File: config.mk
export PLATFORM = sky130hd
export DESIGN_NAME = dm_bus_bridge_flat
export DESIGN_NICKNAME = d
export VERILOG_FILES = /design/src/rtl/dm_bus_pkg.sv /design/src/rtl/dm_bus_bridge_if.sv /design/src/rtl/dm_timeout_cnt.sv /design/src/rtl/dm_bus_bridge.sv /design/src/flat_wrapper.sv
export SDC_FILE = /design/constraint.sdc
export NUM_CORES = 1
export LEC_CHECK = 0
export BUFFER_PORTS_ARGS = -buffer_cell sky130_fd_sc_hd__buf_2
export CAP_MARGIN = 10
export CORE_ASPECT_RATIO = 1.25
export CORE_MARGIN = 5
export CORE_UTILIZATION = 40
export DETAILED_ROUTE_END_ITERATION = 6
export PLACE_DENSITY = 0.71
export SLEW_MARGIN = 10
export SYNTH_ARGS = -nofsm -noshare
export SYNTH_HDL_FRONTEND = slang
export SYNTH_SLANG_ARGS = --single-unit
export TNS_END_PERCENT = 50
File: constraint.sdc
create_clock -name clk -period 4.9 [get_ports clk]
set_clock_uncertainty 0.2 [all_clocks]
set_input_delay 0.49 -clock clk [delete_from_list [all_inputs] [get_ports clk]]
set_output_delay 0.49 -clock clk [all_outputs]
set_load 0.01 [all_outputs]
File: src/rtl/dm_bus_pkg.sv
// -----------------------------------------------------------------------------
// dm_bus_pkg
// Shared definitions for the data-memory bus bridge: FSM state encoding,
// the all-lanes byte-enable constant used for reads, and the default word
// returned to the load path when a read is aborted.
// -----------------------------------------------------------------------------
package dm_bus_pkg;

  typedef enum logic [1:0] {
    IDLE = 2'b00,
    BUSY = 2'b01,
    DONE = 2'b10
  } state_e;

  localparam logic [3:0]  BE_ALL           = 4'b1111;
  localparam logic [31:0] ERR_DATA_DEFAULT = 32'hDEADBEEF;

endpackage

File: src/rtl/dm_bus_bridge_if.sv
// -----------------------------------------------------------------------------
// dm_bus_bridge_if
// Data-memory bus between the bridge (master) and the memory (slave).
//   BusReq  : transaction request, held high for the whole transaction
//   BusWe   : 1 = write transaction
//   BusAddr : 30-bit word address
//   BusBE   : byte enables (all ones for reads)
//   BusWD   : write data
//   BusAck  : transaction complete, BusRD valid in the same cycle
//   BusRD   : read data
// -----------------------------------------------------------------------------
interface dm_bus_bridge_if;

  logic        BusReq;
  logic        BusWe;
  logic [29:0] BusAddr;
  logic [3:0]  BusBE;
  logic [31:0] BusWD;
  logic        BusAck;
  logic [31:0] BusRD;

  modport master (
    output BusReq, BusWe, BusAddr, BusBE, BusWD,
    input  BusAck, BusRD
  );

  modport slave (
    input  BusReq, BusWe, BusAddr, BusBE, BusWD,
    output BusAck, BusRD
  );

endinterface

File: src/rtl/dm_timeout_cnt.sv
// -----------------------------------------------------------------------------
// dm_timeout_cnt
// Counts BUSY cycles of a bus transaction and flags the last allowed one.
//   clk     : system clock, rising edge
//   reset   : asynchronous active-low reset
//   clr     : synchronous clear (bridge idle, next transaction starts at 0)
//   en      : count one more waiting cycle
//   expired : current cycle is the TIMEOUT-th waiting cycle
// -----------------------------------------------------------------------------
module dm_timeout_cnt #(
  parameter int TIMEOUT = 16
) (
  input  logic clk,
  input  logic reset,
  input  logic clr,
  input  logic en,
  output logic expired
);

  localparam int              CW   = $clog2(TIMEOUT);
  localparam logic [CW-1:0]   LAST = CW'(TIMEOUT - 1);

  logic [CW-1:0] cnt_q, cnt_d;

  // Saturate at LAST so a held enable can never wrap the count.
  always_comb begin
    cnt_d = cnt_q;
    if (clr) begin
      cnt_d = '0;
    end else if (en && !expired) begin
      cnt_d = cnt_q + CW'(1);
    end
  end

  assign expired = (cnt_q == LAST);

  always_ff @(posedge clk or negedge reset) begin
    if (!reset) begin
      cnt_q <= '0;
    end else begin
      cnt_q <= cnt_d;
    end
  end

endmodule

File: src/rtl/dm_bus_bridge.sv
// -----------------------------------------------------------------------------
// dm_bus_bridge
// Memory-stage bridge: turns a store/load request from the pipeline into one
// req/ack transaction on the data-memory bus, stalls the pipeline until it
// completes, and returns the raw read word. Hung transactions are aborted
// after TIMEOUT waiting cycles.
//   clk      : system clock, rising edge
//   reset    : asynchronous active-low reset
//   Addr     : byte address (only [31:2] used)
//   WD, BE   : lane-aligned store word and byte enables
//   DMWe     : store request (wins over MemRead)
//   MemRead  : load request
//   Stall    : freeze pipeline up to MEM (combinational)
//   RD       : raw read word, registered, held until the next read completes
//   BusErr   : one-cycle pulse when a transaction times out
//   bus      : data-memory bus, master side
// -----------------------------------------------------------------------------
module dm_bus_bridge
  import dm_bus_pkg::*;
#(
  parameter int          TIMEOUT  = 16,
  parameter logic [31:0] ERR_DATA = ERR_DATA_DEFAULT
) (
  input  logic                   clk,
  input  logic                   reset,
  input  logic [31:0]            Addr,
  input  logic [31:0]            WD,
  input  logic [3:0]             BE,
  input  logic                   DMWe,
  input  logic                   MemRead,
  output logic                   Stall,
  output logic [31:0]            RD,
  output logic                   BusErr,
  dm_bus_bridge_if.master        bus
);

  state_e      state_q,    state_d;
  logic        bus_req_q,  bus_req_d;
  logic        bus_we_q,   bus_we_d;
  logic [29:0] bus_addr_q, bus_addr_d;
  logic [3:0]  bus_be_q,   bus_be_d;
  logic [31:0] bus_wd_q,   bus_wd_d;
  logic [31:0] rd_q,       rd_d;
  logic        bus_err_q,  bus_err_d;

  logic acc;
  logic cnt_clr;
  logic cnt_en;
  logic cnt_expired;

  // Byte offset is irrelevant on a word-wide bus.
  logic unused_addr_bits;
  assign unused_addr_bits = ^Addr[1:0];

  assign acc = DMWe | MemRead;

  // Gated by reset so nothing is requested of the pipeline while the bridge
  // is held in reset, even if the CPU still drives an access.
  assign Stall = reset & (((state_q == IDLE) & acc) | (state_q == BUSY));

  dm_timeout_cnt #(
    .TIMEOUT (TIMEOUT)
  ) u_timeout_cnt (
    .clk     (clk),
    .reset   (reset),
    .clr     (cnt_clr),
    .en      (cnt_en),
    .expired (cnt_expired)
  );

  always_comb begin
    state_d    = state_q;
    bus_req_d  = bus_req_q;
    bus_we_d   = bus_we_q;
    bus_addr_d = bus_addr_q;
    bus_be_d   = bus_be_q;
    bus_wd_d   = bus_wd_q;
    rd_d       = rd_q;
    bus_err_d  = 1'b0;
    cnt_clr    = 1'b0;
    cnt_en     = 1'b0;

    unique case (state_q)
      IDLE: begin
        // Counter is kept at zero while idle, so every transaction starts
        // its timeout window fresh.
        cnt_clr = 1'b1;
        if (acc) begin
          bus_addr_d = Addr[31:2];
          bus_we_d   = DMWe;
          bus_be_d   = DMWe ? BE : BE_ALL;
          bus_wd_d   = DMWe ? WD : '0;
          bus_req_d  = 1'b1;
          state_d    = BUSY;
        end
      end
      BUSY: begin
        // Ack is tested first so an ack in the timeout cycle still completes
        // normally without an error pulse.
        if (bus.BusAck) begin
          if (!bus_we_q) begin
            rd_d = bus.BusRD;
          end
          bus_req_d = 1'b0;
          state_d   = DONE;
        end else if (cnt_expired) begin
          bus_err_d = 1'b1;
          if (!bus_we_q) begin
            rd_d = ERR_DATA;
          end
          bus_req_d = 1'b0;
          state_d   = DONE;
        end else begin
          cnt_en = 1'b1;
        end
      end
      DONE: begin
        // One unstalled cycle lets the instruction leave MEM; a new access
        // seen here is picked up in the following IDLE cycle.
        state_d = IDLE;
      end
      default: begin
        state_d = IDLE;
      end
    endcase
  end

  always_ff @(posedge clk or negedge reset) begin
    if (!reset) begin
      state_q    <= IDLE;
      bus_req_q  <= 1'b0;
      bus_we_q   <= 1'b0;
      bus_addr_q <= '0;
      bus_be_q   <= '0;
      bus_wd_q   <= '0;
      rd_q       <= '0;
      bus_err_q  <= 1'b0;
    end else begin
      state_q    <= state_d;
      bus_req_q  <= bus_req_d;
      bus_we_q   <= bus_we_d;
      bus_addr_q <= bus_addr_d;
      bus_be_q   <= bus_be_d;
      bus_wd_q   <= bus_wd_d;
      rd_q       <= rd_d;
      bus_err_q  <= bus_err_d;
    end
  end

  assign bus.BusReq  = bus_req_q;
  assign bus.BusWe   = bus_we_q;
  assign bus.BusAddr = bus_addr_q;
  assign bus.BusBE   = bus_be_q;
  assign bus.BusWD   = bus_wd_q;
  assign RD          = rd_q;
  assign BusErr      = bus_err_q;

endmodule

File: src/flat_wrapper.sv
// flat-port wrapper written by rule: the top's interface ports become plain ports
module dm_bus_bridge_flat import dm_bus_pkg::*;
#(
  parameter int          TIMEOUT  = 16,
  parameter logic [31:0] ERR_DATA = ERR_DATA_DEFAULT
)
  (clk, reset, Addr, WD, BE, DMWe, MemRead, Stall, RD, BusErr, bus_BusReq, bus_BusWe, bus_BusAddr, bus_BusBE, bus_BusWD, bus_BusAck, bus_BusRD);
  dm_bus_bridge_if bus_i ();
  input  logic clk;
  input  logic reset;
  input  logic [31:0] Addr;
  input  logic [31:0] WD;
  input  logic [3:0] BE;
  input  logic DMWe;
  input  logic MemRead;
  output logic Stall;
  output logic [31:0] RD;
  output logic BusErr;
  output wire logic [$bits(bus_i.BusReq)-1:0] bus_BusReq;
  output wire logic [$bits(bus_i.BusWe)-1:0] bus_BusWe;
  output wire logic [$bits(bus_i.BusAddr)-1:0] bus_BusAddr;
  output wire logic [$bits(bus_i.BusBE)-1:0] bus_BusBE;
  output wire logic [$bits(bus_i.BusWD)-1:0] bus_BusWD;
  input wire logic [$bits(bus_i.BusAck)-1:0] bus_BusAck;
  input wire logic [$bits(bus_i.BusRD)-1:0] bus_BusRD;
  assign bus_BusReq = bus_i.BusReq;
  assign bus_BusWe = bus_i.BusWe;
  assign bus_BusAddr = bus_i.BusAddr;
  assign bus_BusBE = bus_i.BusBE;
  assign bus_BusWD = bus_i.BusWD;
  assign bus_i.BusAck = bus_BusAck;
  assign bus_i.BusRD = bus_BusRD;
  dm_bus_bridge #(.TIMEOUT(TIMEOUT), .ERR_DATA(ERR_DATA)) u_core (.clk(clk), .reset(reset), .Addr(Addr), .WD(WD), .BE(BE), .DMWe(DMWe), .MemRead(MemRead), .Stall(Stall), .RD(RD), .BusErr(BusErr), .bus(bus_i));
endmodule
==> results of run 1 <==
-- flip-flops by register name (all words and copies together), names as in the netlist --
| signal | cells |
|---|---|
| u_core.BusErr | 1 |
| u_core.bus.BusAddr | 30 |
| u_core.u_timeout_cnt.cnt_q | 4 |
| u_core.bus.BusReq | 1 |
| u_core.bus.BusWe | 1 |
| u_core.state_q | 2 |
| u_core.RD | 32 |
| u_core.bus.BusBE | 4 |
| u_core.bus.BusWD | 32 |
-- cell families after synthesis --
| kind of cell | count (synthesis) |
|---|---|
| AO/OA/AOI/OAI | 84 |
| adder cells (fa/ha/maj) | 1 |
| buffers and inverters | 19 |
| multiplexers | 30 |
| flip-flops | 107 |
| AND/OR/NAND/NOR | 20 |
-- final cells by class --
type / instances / area [um^2]
Clock inverter: 5 / 45.04
Sequential cell: 107 / 2678
Clock buffer: 11 / 252.7
Tap cell: 129 / 161.4
Fill cell: 863 / 4608
Timing Repair Buffer: 208 / 1056
Inverter: 2 / 7.507
Multi-Input combinational cell: 135 / 1297
-- worst max path at each step --
stage	end	cells past startpoint
floorplan	Stall	5
global placement	Stall	5
detailed placement	Stall	5
CTS	Stall	5
global route	Stall	5
finish	Stall	5
-- placed cells by master, fill, tap and decap left out, types with 2 or more instances in the layout --
cell and count:
sky130_fd_sc_hd__a21oi_1 5, sky130_fd_sc_hd__mux2_2 5, sky130_fd_sc_hd__clkinv_4 2, sky130_fd_sc_hd__buf_2 203, sky130_fd_sc_hd__mux2_4 25, sky130_fd_sc_hd__o22a_1 8, sky130_fd_sc_hd__o31ai_1 2, sky130_fd_sc_hd__clkbuf_8 2
sky130_fd_sc_hd__a22o_1 40, sky130_fd_sc_hd__and2_1 4, sky130_fd_sc_hd__buf_4 4, sky130_fd_sc_hd__nand2_1 5, sky130_fd_sc_hd__o21ai_0 2, sky130_fd_sc_hd__inv_1 2, sky130_fd_sc_hd__clkbuf_16 9, sky130_fd_sc_hd__o22a_2 20
sky130_fd_sc_hd__dfrtp_1 107, sky130_fd_sc_hd__nor2_1 2
-- critical path, delay by kind of cell, from the launching register on --
kind / cells / cell delay, ns
AOI/OAI and AO/OA: 2 / 0.66
buffers and inverters: 2 / 0.56
DFF: 1 / 0.48
and+or+nand+nor: 1 / 0.21
-- power by group through the flow --
stage / logic (mW) / clock network [mW] / registers, mW
floorplan: 0.752 / 0 / 1.74
global placement: 1.50 / 0 / 1.54
detailed placement: 1.54 / 0 / 1.55
finish: 1.50 / 0.705 / 1.54
global route: 1.64 / 0.762 / 1.60
CTS: 1.54 / 0.722 / 1.54
-- layer usage --
metal	track usage [%]	vias up
met4	5.307	4
met5	0	-
li1	-	1381
met1	19.45	1419
met2	26.24	140
met3	4.571	13
-- per-stage QoR --
stage / instances / power (mW)
after global routing: 597 / 3.995
after CTS: 597 / 3.803
after floorplan: 261 / 2.493
after global placement: 580 / 3.036
final: 597 / 3.752
after detailed placement: 580 / 3.088
-- what timing repair did --
| action | in CTS | in global routing |
|---|---|---|
| hold endpoints to repair | 47 | 0 |
| endpoints found under the setup margin | 0 | 0 |
| gates resized for setup | 0 | 0 |
| hold buffers | 1 | 0 |
==> results.md, run 1 <==
Place:
- The number of port buffers is 204.
- The pre-CTS worst setup slack is 2.277 ns.
- Summed over all nets, the half-perimeter wirelength after detailed placement is 7311 um.
- The congestion estimate from routability-driven global placement came to 0.7756.
- The post-detailed-placement cell area is 5190 um^2.

Power and ir drop:
- The fraction of power spent switching nets is 34.05%.
- In this run the static leakage power is 2.793 nW.
- Across the VDD grid, the largest voltage drop is 0.2861 mV.
- The part of the total power dissipated in the clock network is 18.8%.
- The internal power of the cells totals 2.475 mW.
- The fraction of power consumed by combinational cells is 40.1%.
- The relative contribution of sequential cells to total power is 41.1%.
- In this run the power spent charging and discharging nets is 1.277 mW.
- The total power divided by cell area is 682.5 nW/um^2.

Yosys:
- Counting flops with a built-in enable in the synthesized netlist gives 0.
- The share of flip-flops with an asynchronous set or reset after synthesis is 100.0%.
- The post-synthesis simple-gate area fraction is 3.033%.
- The mapped netlist covers 4125 um^2.
- In this run the mean area of a mapped cell was 15.81 um^2.
- The multiplexer share of the synthesized area is 10.46%.
- The number of nets in the synthesized netlist is 367.
- The count of yosys warnings during synthesis is 0.
- The commonest register cell after synthesis is sky130_fd_sc_hd__dfrtp_1.
- After synthesis, the cell types taking the most area are sky130_fd_sc_hd__dfrtp_1 (65%), sky130_fd_sc_hd__mux2_4 (9.1%), sky130_fd_sc_hd__a22o_1 (8.5%).
- The combinational family with the most area after synthesis is compound AO/OA/AOI/OAI gates.
- The synthesized design devotes to its leading area cell type 64.91% of total area.
- The post-synthesis compound-gate area fraction is 17.62%.
- The netlist uses 33 different library cells.
- Summed over all instances, the cell type with the most area after synthesis is sky130_fd_sc_hd__dfrtp_1.
- Counting every instance in the synthesized netlist gives 261.
- The part of the Yosys area used for sequential elements is 64.91%.
- After Yosys synthesis, full adders, half adders and majority gates account for 0.3033% of the synthesized area.
- After Yosys synthesis, XOR and XNOR cells account for 0% of the synthesized area.
- By count the netlist is led by sky130_fd_sc_hd__dfrtp_1 (107), sky130_fd_sc_hd__a22o_1 (40), sky130_fd_sc_hd__mux2_4 (25).
- The flip-flop and latch count after synthesis is 107.
- The most numerous cell in the Yosys netlist is sky130_fd_sc_hd__dfrtp_1.

Critical path:
- The worst register-to-register path begins at u_core.state_q[1].
- The kind of critical path is reg -> out.
- The maximum cell stage delay along the critical path is 0.48 ns.
- The sort of element at the start of the critical path is a register.
- The critical path goes through nor2_4 > o21a_2 > buf_4 > o21a_1 > buf_2.
- The required time of the critical path is 4.21 ns.
- Tracing the worst setup path back leads to its startpoint at u_core.state_q[1].
- The data arrival time of the worst path is 2.25 ns.
- The critical path endpoint category is a primary output.
- The cell type of the slowest stage on the worst timing path is sky130_fd_sc_hd__dfrtp_1.
- The endpoint identified for the worst register-to-register timing path is u_core.bus.BusAddr[3].
- The length in cells of the worst reg-to-reg path is 4.
- The largest fanout on the critical path is 22.
- The worst-case register-to-register setup slack is 2.62 ns.

Route:
- The routed layout has 2957 vias.
- In the final routing, the length of wire on met1 measures 3947 um.
- In the routed design, unresolved DRC markers number 0.
- The met3 wire length is 980 um.
- Using the TritonRoute via totals, the vias-per-cell ratio works out to 4.953.
- For this block, the initial DRC count from the detailed router was 115.
- The met2 wire length is 4681 um.
- The wire length reported by the detailed router is 9732 um.
- Dividing the detail-routed wire length by the instance count gives 16.30 um.
- In this run the remaining antenna-violating nets after routing total 0.
- The detailed-routing iteration count for the pre-antenna-repair pass is 4.
- The highest signal layer in the routed design is met5.

Timing:
- The number of slew-limit violations in the final report is 0.
- Setup repair after global routing left no endpoint under its margin.
- Measured against its own limit, the worst slew margin works out to 23.17%.
- For the final routed database, the setup TNS stands at 0 ns.
- The minimum period implied by the final worst setup slack is 2.945 ns.
- The final critical-path setup slack is 1.955 ns.
- Setup violations remaining at the end of the flow were counted as 0.
- The post-route worst hold slack is 0.1614 ns.
- The portion of the clock cycle consumed by the worst path in the final layout is 60.09%.
- Timing would allow up to 0.3396 GHz.
- The final-report hold violation count is 0.
- At the pin with the least slew margin, the transition time is 1.153 ns.

Floorplanning:
- The I/O pin total is 207.
- The floorplan step set the die width to 100.8 um.
- The die covers 12460 um^2.
- The initial standard-cell utilization of the core is 40.82%.
- The floorplan core area is 10110 um^2.
- The overall die height is 123.5 um.
- The number of placement rows is 41.

Clocking:
- Clock tree synthesis selected as its root buffer the cell sky130_fd_sc_hd__clkbuf_16.
- After clock tree synthesis, the clock-pin slew on the worst setup and hold paths is 0.08 ns.
- The H-tree was split into 3 levels.
- The post-CTS setup buffer count is 0.
- At the later pin of the worst-skew pair, clock insertion delay measures 0.33 ns.
- TritonCTS built the clock tree.
- The maximum clock path buffer count is 2.
- The number of clock buffers inserted by TritonCTS is 9.
- For this design, the sink count on the clock tree is 107.

Global route:
- The total grt overflow is 0.
- The number of global-route vias before repair was 3146.
- The wire length of the first global-routing pass is 15550 um.
- The initial antenna violation count is 2.
- Entering global routing, the biggest net connects 61 pins.
- Global routing used 15.70% of the available tracks.

Hold path:
- The worst hold path terminates at u_core.bus.BusWD[24].
- The worst hold path was traced through 2 stages.
- The min-delay analysis places its worst path in the category in -> reg.
- The startpoint of the worst hold path is WD[24].

Finish:
- The share of layout cells above drive strength 1 is 59.62%.
- The final antenna diode count is 0.
- The final cell utilization of the core is 54.40%.
- The layout overhead on the synthesized area is 33.27%.
- The post-route cell area is 5498 um^2.
- The layout net count is 569.

Flow run:
- The tool flagged a number of max-cap violations equal to 0.

Status:
- The flow ran to the end, and the final reports show no timing, DRC or antenna violations.
Power figures use the tool's default switching activity.
==> inputs of run 2 (changes only) <==
Settings changed: ABC_AREA from default to 1, PLACE_DENSITY 0.71 to 0.7.
Clock period 4.9 ns to 3.1 ns, I/O delays scaled along.
==> results.md, run 2 <==
Status:
- The run finished with clean final reports.

Clocking:
- The clock network latency to the later pin of the worst-skew pair is 0.34 ns (about the same).
- The number of clock buffers inserted by TritonCTS is 9 (unchanged).
- The maximum clock path buffer count came to 2 (unchanged).
- The clock-pin transition on the worst setup and hold timing paths is 0.07 ns (about the same).
- TritonCTS built the clock tree.
- Clock tree synthesis selected as its root buffer the cell sky130_fd_sc_hd__clkbuf_16.
- The total clock sinks is 107 (unchanged).
- The maximum level of the CTS H-tree is 3 (unchanged).

Yosys:
- The adder-cell area share of the yosys netlist is 0.2856% (-0.018 points).
- The combinational family with the most area after synthesis is simple AND/OR/NAND/NOR gates.
- The synthesized cell area was 4380 um^2 (+6.2%).
- The flip-flop and latch count after synthesis is 107 (unchanged).
- The fraction of synthesized cell area taken by the top area cell type is 61.13% (-3.8 points).
- The part of the Yosys area used for sequential elements is 61.13% (-3.8 points).
- The synthesized-area fraction occupied by xor and xnor cells is 0% (unchanged).
- The post-synthesis simple-gate area fraction is 26.34% (+23 points).
- The number of distinct standard cells referenced by the synthesized netlist is 24 (-27%).
- The post-synthesis compound-gate area fraction is 7.284% (-10 points).
- The commonest cells after synthesis are sky130_fd_sc_hd__nand2_1 (238), sky130_fd_sc_hd__dfrtp_1 (107), sky130_fd_sc_hd__nor2_1 (40).
- The most numerous cell in the Yosys netlist is sky130_fd_sc_hd__nand2_1.
- The multiplexer share of the synthesized area was 0% (-10 points).
- The number of standard cells after synthesis is 468 (+79%).
- The post-synthesis area per instance is 9.360 um^2 (-41%).
- The share of flip-flops with an asynchronous set or reset after synthesis is 100.0% (unchanged).
- By area the synthesized netlist is led by sky130_fd_sc_hd__dfrtp_1 (61%), sky130_fd_sc_hd__nand2_1 (20%), sky130_fd_sc_hd__o21ai_2 (6.4%).
- The count of yosys warnings during synthesis is 0 (unchanged).
- Of all cell types, the one taking the most synthesized area is sky130_fd_sc_hd__dfrtp_1.
- The commonest register cell after synthesis is sky130_fd_sc_hd__dfrtp_1.
- The number of enable-type register cells in the synthesized netlist is 0 (unchanged).
- The total nets after synthesis came to 574 (+56%).

Global route:
- The total grt overflow was 0 (unchanged).
- The wire length of the first global-routing pass was 20750 um (+33%).
- The number of global-route vias before repair is 4225 (+34%).
- The pin count of the biggest net entering global routing is 65 (+6.6%).
- The total track usage is 19.13% (+3.4 points).
- The initial antenna violation count is 0 (-2).

Route:
- The met2 wire length is 6101 um (+30%).
- The remaining antenna violation count after routing is 0 (unchanged).
- The detailed-routing iteration count for the pre-antenna-repair pass is 4 (unchanged).
- The routed via count was 4025 (+36%).
- The wire length reported by the detailed router is 12340 um (+27%).
- The met3 wire length is 1006 um (+2.7%).
- The highest signal layer in the routed design is met4.
- The iteration-0 DRC count of the detailed router is 129 (+12%).
- The via-per-instance ratio is 4.642 (-6.3%).
- The wire length per cell is 14.23 um (-13%).
- The detailed-route wire length on metal 1 is 4961 um (+26%).
- The DRC violation count after routing was 0 (unchanged).

Critical path:
- Traced cell by cell, the critical path runs through ha_1 > nand3_2 > nand2_2 > nand3_4 > nand2_1 > o21ai_2.
- The maximum cell stage delay along the critical path was 0.61 ns (+0.13 ns).
- By startpoint and endpoint, the worst setup path is classified as reg -> reg.
- The length in cells of the worst reg-to-reg path came to 6 (+2).
- The critical path endpoint category is a register.
- The sort of element at the start of the critical path is a register.
- The largest fanout on the critical path is 64 (+190%).
- The required time of the critical path was 3.09 ns (-1.12 ns).
- The cell type of the slowest stage on the worst timing path is sky130_fd_sc_hd__nand3_4.
- The data arrival time of the worst path came to 2.15 ns (-0.10 ns).

Hold path:
- The min-delay analysis places its worst path in the category in -> reg.
- The instance count along the most critical hold path was 3 (+1).

Timing:
- The worst slew margin relative to its limit is 42.87% (+20 points).
- The sum of negative setup slack was 0 ns (unchanged).
- The number of slew-limit violations in the final report is 0 (unchanged).
- The portion of the clock cycle consumed by the worst path in the final layout is 69.59%.
- After layout, the minimum clock period comes to 2.157 ns.
- The final-report setup violation count was 0 (unchanged).
- Setup repair after global routing left no endpoint under its margin.
- The slew of the pin with the lowest slew margin is 0.8569 ns (-0.2956 ns).
- The highest clock frequency the design can meet is 0.4635 GHz.
- The final-report hold violation count is 0 (unchanged).

Floorplanning:
- The floorplan core area is 10670 um^2 (+5.6%).
- The total die area was 13160 um^2 (+5.6%).
- The initial standard-cell utilization of the core is 41.06% (+0.24 points).
- The I/O pin total is 207 (unchanged).
- The width of the die is 103.6 um (+2.7%).
- The number of placement rows is 42 (+2.4%).
- The overall die height is 127 um (+2.8%).

Power and ir drop:
- The total power divided by cell area came to 934.5 nW/um^2 (+37%).
- The static leakage was 3.550 nW (+27%).
- The overall power consumption is 5.958 mW (+59%).
- The peak supply drop was 0.3570 mV (+25%).

Place:
- The final weighted congestion in routability-driven placement is 0.7695 (-0.79%).
- The detailed placer's ending HPWL is 8398 um (+15%).
- The number of port buffers is 204 (unchanged).

Finish:
- In the layout the commonest cells are sky130_fd_sc_hd__nand2_1 (238), sky130_fd_sc_hd__buf_2 (203), sky130_fd_sc_hd__dfrtp_1 (107).
- The commonest non-fill, non-tap cell in the layout is sky130_fd_sc_hd__nand2_1.
- The layout net count was 836 (+47%).
- The layout overhead on the synthesized area is 45.53%.
- The share of layout cells above drive strength 1 is 36.10% (-24 points).

Flow run:
- The max-capacitance violation count came to 0 (unchanged).
==> run 2: cell count changes after synthesis, sizes merged, moves of 4 or more <==
cell / change
a21oi: -5
a22o: -40
o21ai: +33
o22a: -28
and2: -4
nand2: +234
inv: +8
buf: +6
nor2: +40
mux2: -30
==> run 2: final timing paths <==
check / to / start / slack, ns
min in group asynchronous: u_core.RD[10] / reset / 0.30
worst min register to register: u_core.bus.BusWD[8] / u_core.bus.BusWD[8] / 0.28
worst max-delay path: u_core.RD[5] / u_core.u_timeout_cnt.cnt_q[0] / 0.94
max in group asynchronous: u_core.bus.BusWD[2] / reset / 1.52
worst max register to register: u_core.RD[5] / u_core.u_timeout_cnt.cnt_q[0] / 0.94
worst min-delay path: u_core.bus.BusBE[1] / BE[1] / 0.02
==> run 2: cells by family after synthesis <==
group	after synthesis
simple gates	291
buf+inv	32
flops	107
compound gates	37
fa+ha+maj	1
==> run 2: final cells by class <==
class	count	area, um^2
fillers	933	4293
flip-flops and latches	107	2678
repair buffers	272	1694
multi-input cells	329	1485
clock buffers	12	246.5
well taps	132	165.2
inverters	11	56.30
clock inverters	3	47.55
diodes	1	2.502
==> run 2: layer usage <==
layer	vias up	track usage (%)
met5	-	0
met4	0	7.568
met3	22	6.004
met2	163	32.70
met1	1873	22.42
li1	1967	-
==> run 2: through the flow <==
step	instance area (um^2)	instances	worst slack (ns)	utilization, %	hold slack, ns
3_3_place_gp	5438	787	0.9432	50.97	0.1235
4_1_cts	6372	866	0.9246	59.73	0.008556
3_5_place_dp	5438	787	0.8958	50.97	0.1308
2_1_floorplan	4380	468	1.627	-	-0.1856
6_report	6375	867	0.9426	59.76	0.02203
5_1_grt	6372	866	0.7655	59.73	0.02282
==> run 2: worst max-delay path, delay by kind of cell (launching register included) <==
| kind | cells | cell delay [ns] |
|---|---|---|
| and+or+nand+nor | 4 | 1.09 |
| adders and majority gates | 1 | 0.22 |
| AOI/OAI and AO/OA | 1 | 0.07 |
| DFF | 1 | 0.41 |
==> run 2: report_power, final <==
group | switching, mW | leakage [nW] | total [mW] | internal [mW]
clock | 0.489 | 0.143 | 1.14 | 0.650
sequential | 0.356 | 1.33 | 2.41 | 2.05
combinational | 1.46 | 2.08 | 2.41 | 0.955
total | 2.30 | 3.55 | 5.96 | 3.65
==> run 2: timing repair <==
action,in CTS,in global routing
endpoints found under the hold margin,101,0
buffers inserted,0,0
hold buffers,64,0
gates resized for setup,0,0
==> inputs of run 3 (changes only) <==
Clock period 3.1 ns to 2.1 ns, I/O delays scaled along.
==> results.md, run 3 (synthesized netlist as in run 2, its figures left out) <==
Floorplanning:
- The floorplan core area is 10670 um^2 (unchanged).
- The number of placement rows came to 42 (unchanged).
- The I/O pin total is 207 (unchanged).
- The overall die height is 127 um (unchanged).
- The initial standard-cell utilization of the core was 41.06% (unchanged).
- The width of the die is 103.6 um (unchanged).
- The total die area is 13160 um^2 (unchanged).

Timing:
- Setup repair after global routing left no endpoint under its margin.
- The final critical path takes up 91.92% of the cycle.
- The post-route worst hold slack is 0.06086 ns (+0.03883 ns).
- The final-report setup violation count was 0 (unchanged).
- The slew of the pin with the lowest slew margin is 0.5731 ns (-0.2837 ns).
- The number of slew-limit violations in the final report is 0 (unchanged).
- The highest clock frequency the design can meet is 0.5181 GHz.
- After layout, the minimum clock period comes to 1.930 ns.
- The worst slew margin relative to its limit is 61.79% (+19 points).
- The sum of negative setup slack came to 0 ns (unchanged).
- The final-report hold violation count is 0 (unchanged).

Route:
- The detailed-routing iteration count for the pre-antenna-repair pass came to 4 (unchanged).
- The remaining antenna violation count after routing came to 0 (unchanged).
- The DRC violation count after routing is 0 (unchanged).
- The wire length reported by the detailed router is 13240 um (+7.3%).
- The routed via count is 4231 (+5.1%).
- The iteration-0 DRC count of the detailed router came to 159 (+23%).
- The wire length per cell came to 14.63 um (+2.8%).
- The via-per-instance ratio is 4.675 (+0.70%).

Finish:
- The share of layout cells above drive strength 1 came to 34.84% (-1.3 points).
- The post-route cell area was 6783 um^2 (+6.4%).
- The post-route non-filler standard cell count is 905 (+4.4%).
- The layout filler cell count is 820 (-12%).
- In the layout the commonest cells are sky130_fd_sc_hd__nand2_1 (238), sky130_fd_sc_hd__buf_2 (203), sky130_fd_sc_hd__dfrtp_1 (107).
- The storage element area was 2678 um^2 (unchanged).
- The layout overhead on the synthesized area is 54.84%.
- The layout net count is 874 (+4.5%).
- The library cell used most frequently in the layout, excluding fill and tap cells, is sky130_fd_sc_hd__nand2_1.
- The area taken by multi-input logic gates was 1485 um^2 (unchanged).

Critical path:
- The slowest stage of the critical path belongs to the cell sky130_fd_sc_hd__dfrtp_1.
- Walking the worst path, the cells encountered are nor2_4 > o21ai_4 > inv_4 > o21a_1 > buf_2.
- The worst setup path is launched from a register.
- The length in cells of the worst reg-to-reg path was 7 (+1).
- The depth of the critical timing path with buffers and inverters included came to 5 (-1).
- The maximum cell stage delay along the critical path is 0.44 ns (-0.17 ns).
- The required time of the critical path was 1.69 ns (-1.40 ns).
- The buffer and inverter count on the worst path is 2 (+2).
- The kind of cell with the highest combined delay along the critical path is flip-flops.
- The worst setup path is of the reg -> out kind.
- The data arrival time of the worst path came to 1.52 ns (-0.63 ns).
- The largest fanout on the critical path is 22 (-66%).
- STA classifies the critical path endpoint as a primary output.

Global route:
- The pin count of the biggest net entering global routing is 65 (unchanged).
- The total grt overflow is 0 (unchanged).
- The initial antenna violation count is 0 (unchanged).
- The number of global-route vias before repair is 4565 (+8.0%).
- The wire length of the first global-routing pass is 22700 um (+9.4%).
- The total track usage is 20.79% (+1.7 points).

Clocking:
- The total clock sinks is 107 (unchanged).
- The clock-pin transition on the worst setup and hold timing paths came to 0.07 ns (about the same).
- The quantity of gates resized following cts came to 0 (unchanged).
- The number of clock buffers inserted by TritonCTS came to 9 (unchanged).
- The clock tree from TritonCTS is built.
- The maximum level of the CTS H-tree is 3 (unchanged).
- The root buffer cell chosen for the clock tree is sky130_fd_sc_hd__clkbuf_16.
- The maximum clock path buffer count is 2 (unchanged).
- The clock network latency to the later pin of the worst-skew pair is 0.34 ns (about the same).

Power and ir drop:
- The total power divided by cell area was 1323 nW/um^2 (+42%).
- The static leakage is 3.726 nW (+5.0%).
- The peak supply drop is 0.6516 mV (+83%).

Hold path:
- The path class of the tightest hold or removal check is in -> reg.
- The instance count along the most critical hold path came to 3 (unchanged).

Flow run:
- The max-capacitance violation count is 0 (unchanged).

Place:
- The number of port buffers is 204 (unchanged).
- The final weighted congestion in routability-driven placement is 0.7608 (-1.1%).
- The post-detailed-placement cell area came to 5485 um^2 (+0.87%).
- The detailed placer's ending HPWL is 8536 um (+1.6%).
- The cell count after placement is 790 (+0.38%).

Status:
- The run finished with clean final reports.
run 3: final cells by class:
class / count / share of cell area (%)
Sequential cell: 107 / 39.48
Timing Repair Buffer: 310 / 30.84
Multi-Input combinational cell: 329 / 21.90
Clock buffer: 12 / 3.782
Tap cell: 132 / 2.435
Inverter: 11 / 0.8301
Clock inverter: 3 / 0.7010
Antenna cell: 1 / 0.03689
run 3: timing repair:
item / in CTS / in global routing
hold endpoints to repair: 205 / 0
setup buffers: 0 / 0
hold buffers: 99 / 0
run 3: stage by stage:
step                utilization [%]  total power, mW  setup WS [ns]
floorplan                         -            5.654         0.6267
global placement              51.42            6.992         0.4845
detailed placement            51.42            7.125         0.4187
CTS                           63.56            9.017         0.1185
global route                  63.56            9.638        0.07423
finish                        63.58            8.975         0.1698
run 3: routing by layer:
metal,global-route usage [%],share of wire (%),wire [um]
met1,24.84,39,5227
met2,35.70,51,6701
met3,6.004,7.8,1033
met4,7.568,2.1,281
met5,0,0,0
run 3: tightest hold or removal path, stage by stage:
cell and delay, ns:
sky130_fd_sc_hd__buf_2 0.19, sky130_fd_sc_hd__nand2_1 0.10, sky130_fd_sc_hd__o21ai_2 0.06
run 3: final timing paths:
path | end | slack, ns | startpoint
setup / recovery | Stall | 0.17 | u_core.state_q[1]
hold / removal | u_core.RD[24] | 0.06 | bus_BusAck
setup reg to reg | u_core.RD[8] | 0.40 | u_core.u_timeout_cnt.cnt_q[0]
hold reg to reg | u_core.bus.BusAddr[0] | 0.28 | u_core.bus.BusAddr[0]
max in group asynchronous | u_core.bus.BusWD[11] | 0.91 | reset
min in group asynchronous | u_core.bus.BusBE[0] | 0.28 | reset
run 3: report_power, final:
| group | total (mW) | internal (mW) | switching [mW] |
|---|---|---|---|
| sequential | 3.55 | 3.02 | 0.528 |
| clock | 1.71 | 0.988 | 0.720 |
| combinational | 3.71 | 1.49 | 2.22 |
| total | 8.97 | 5.51 | 3.47 |
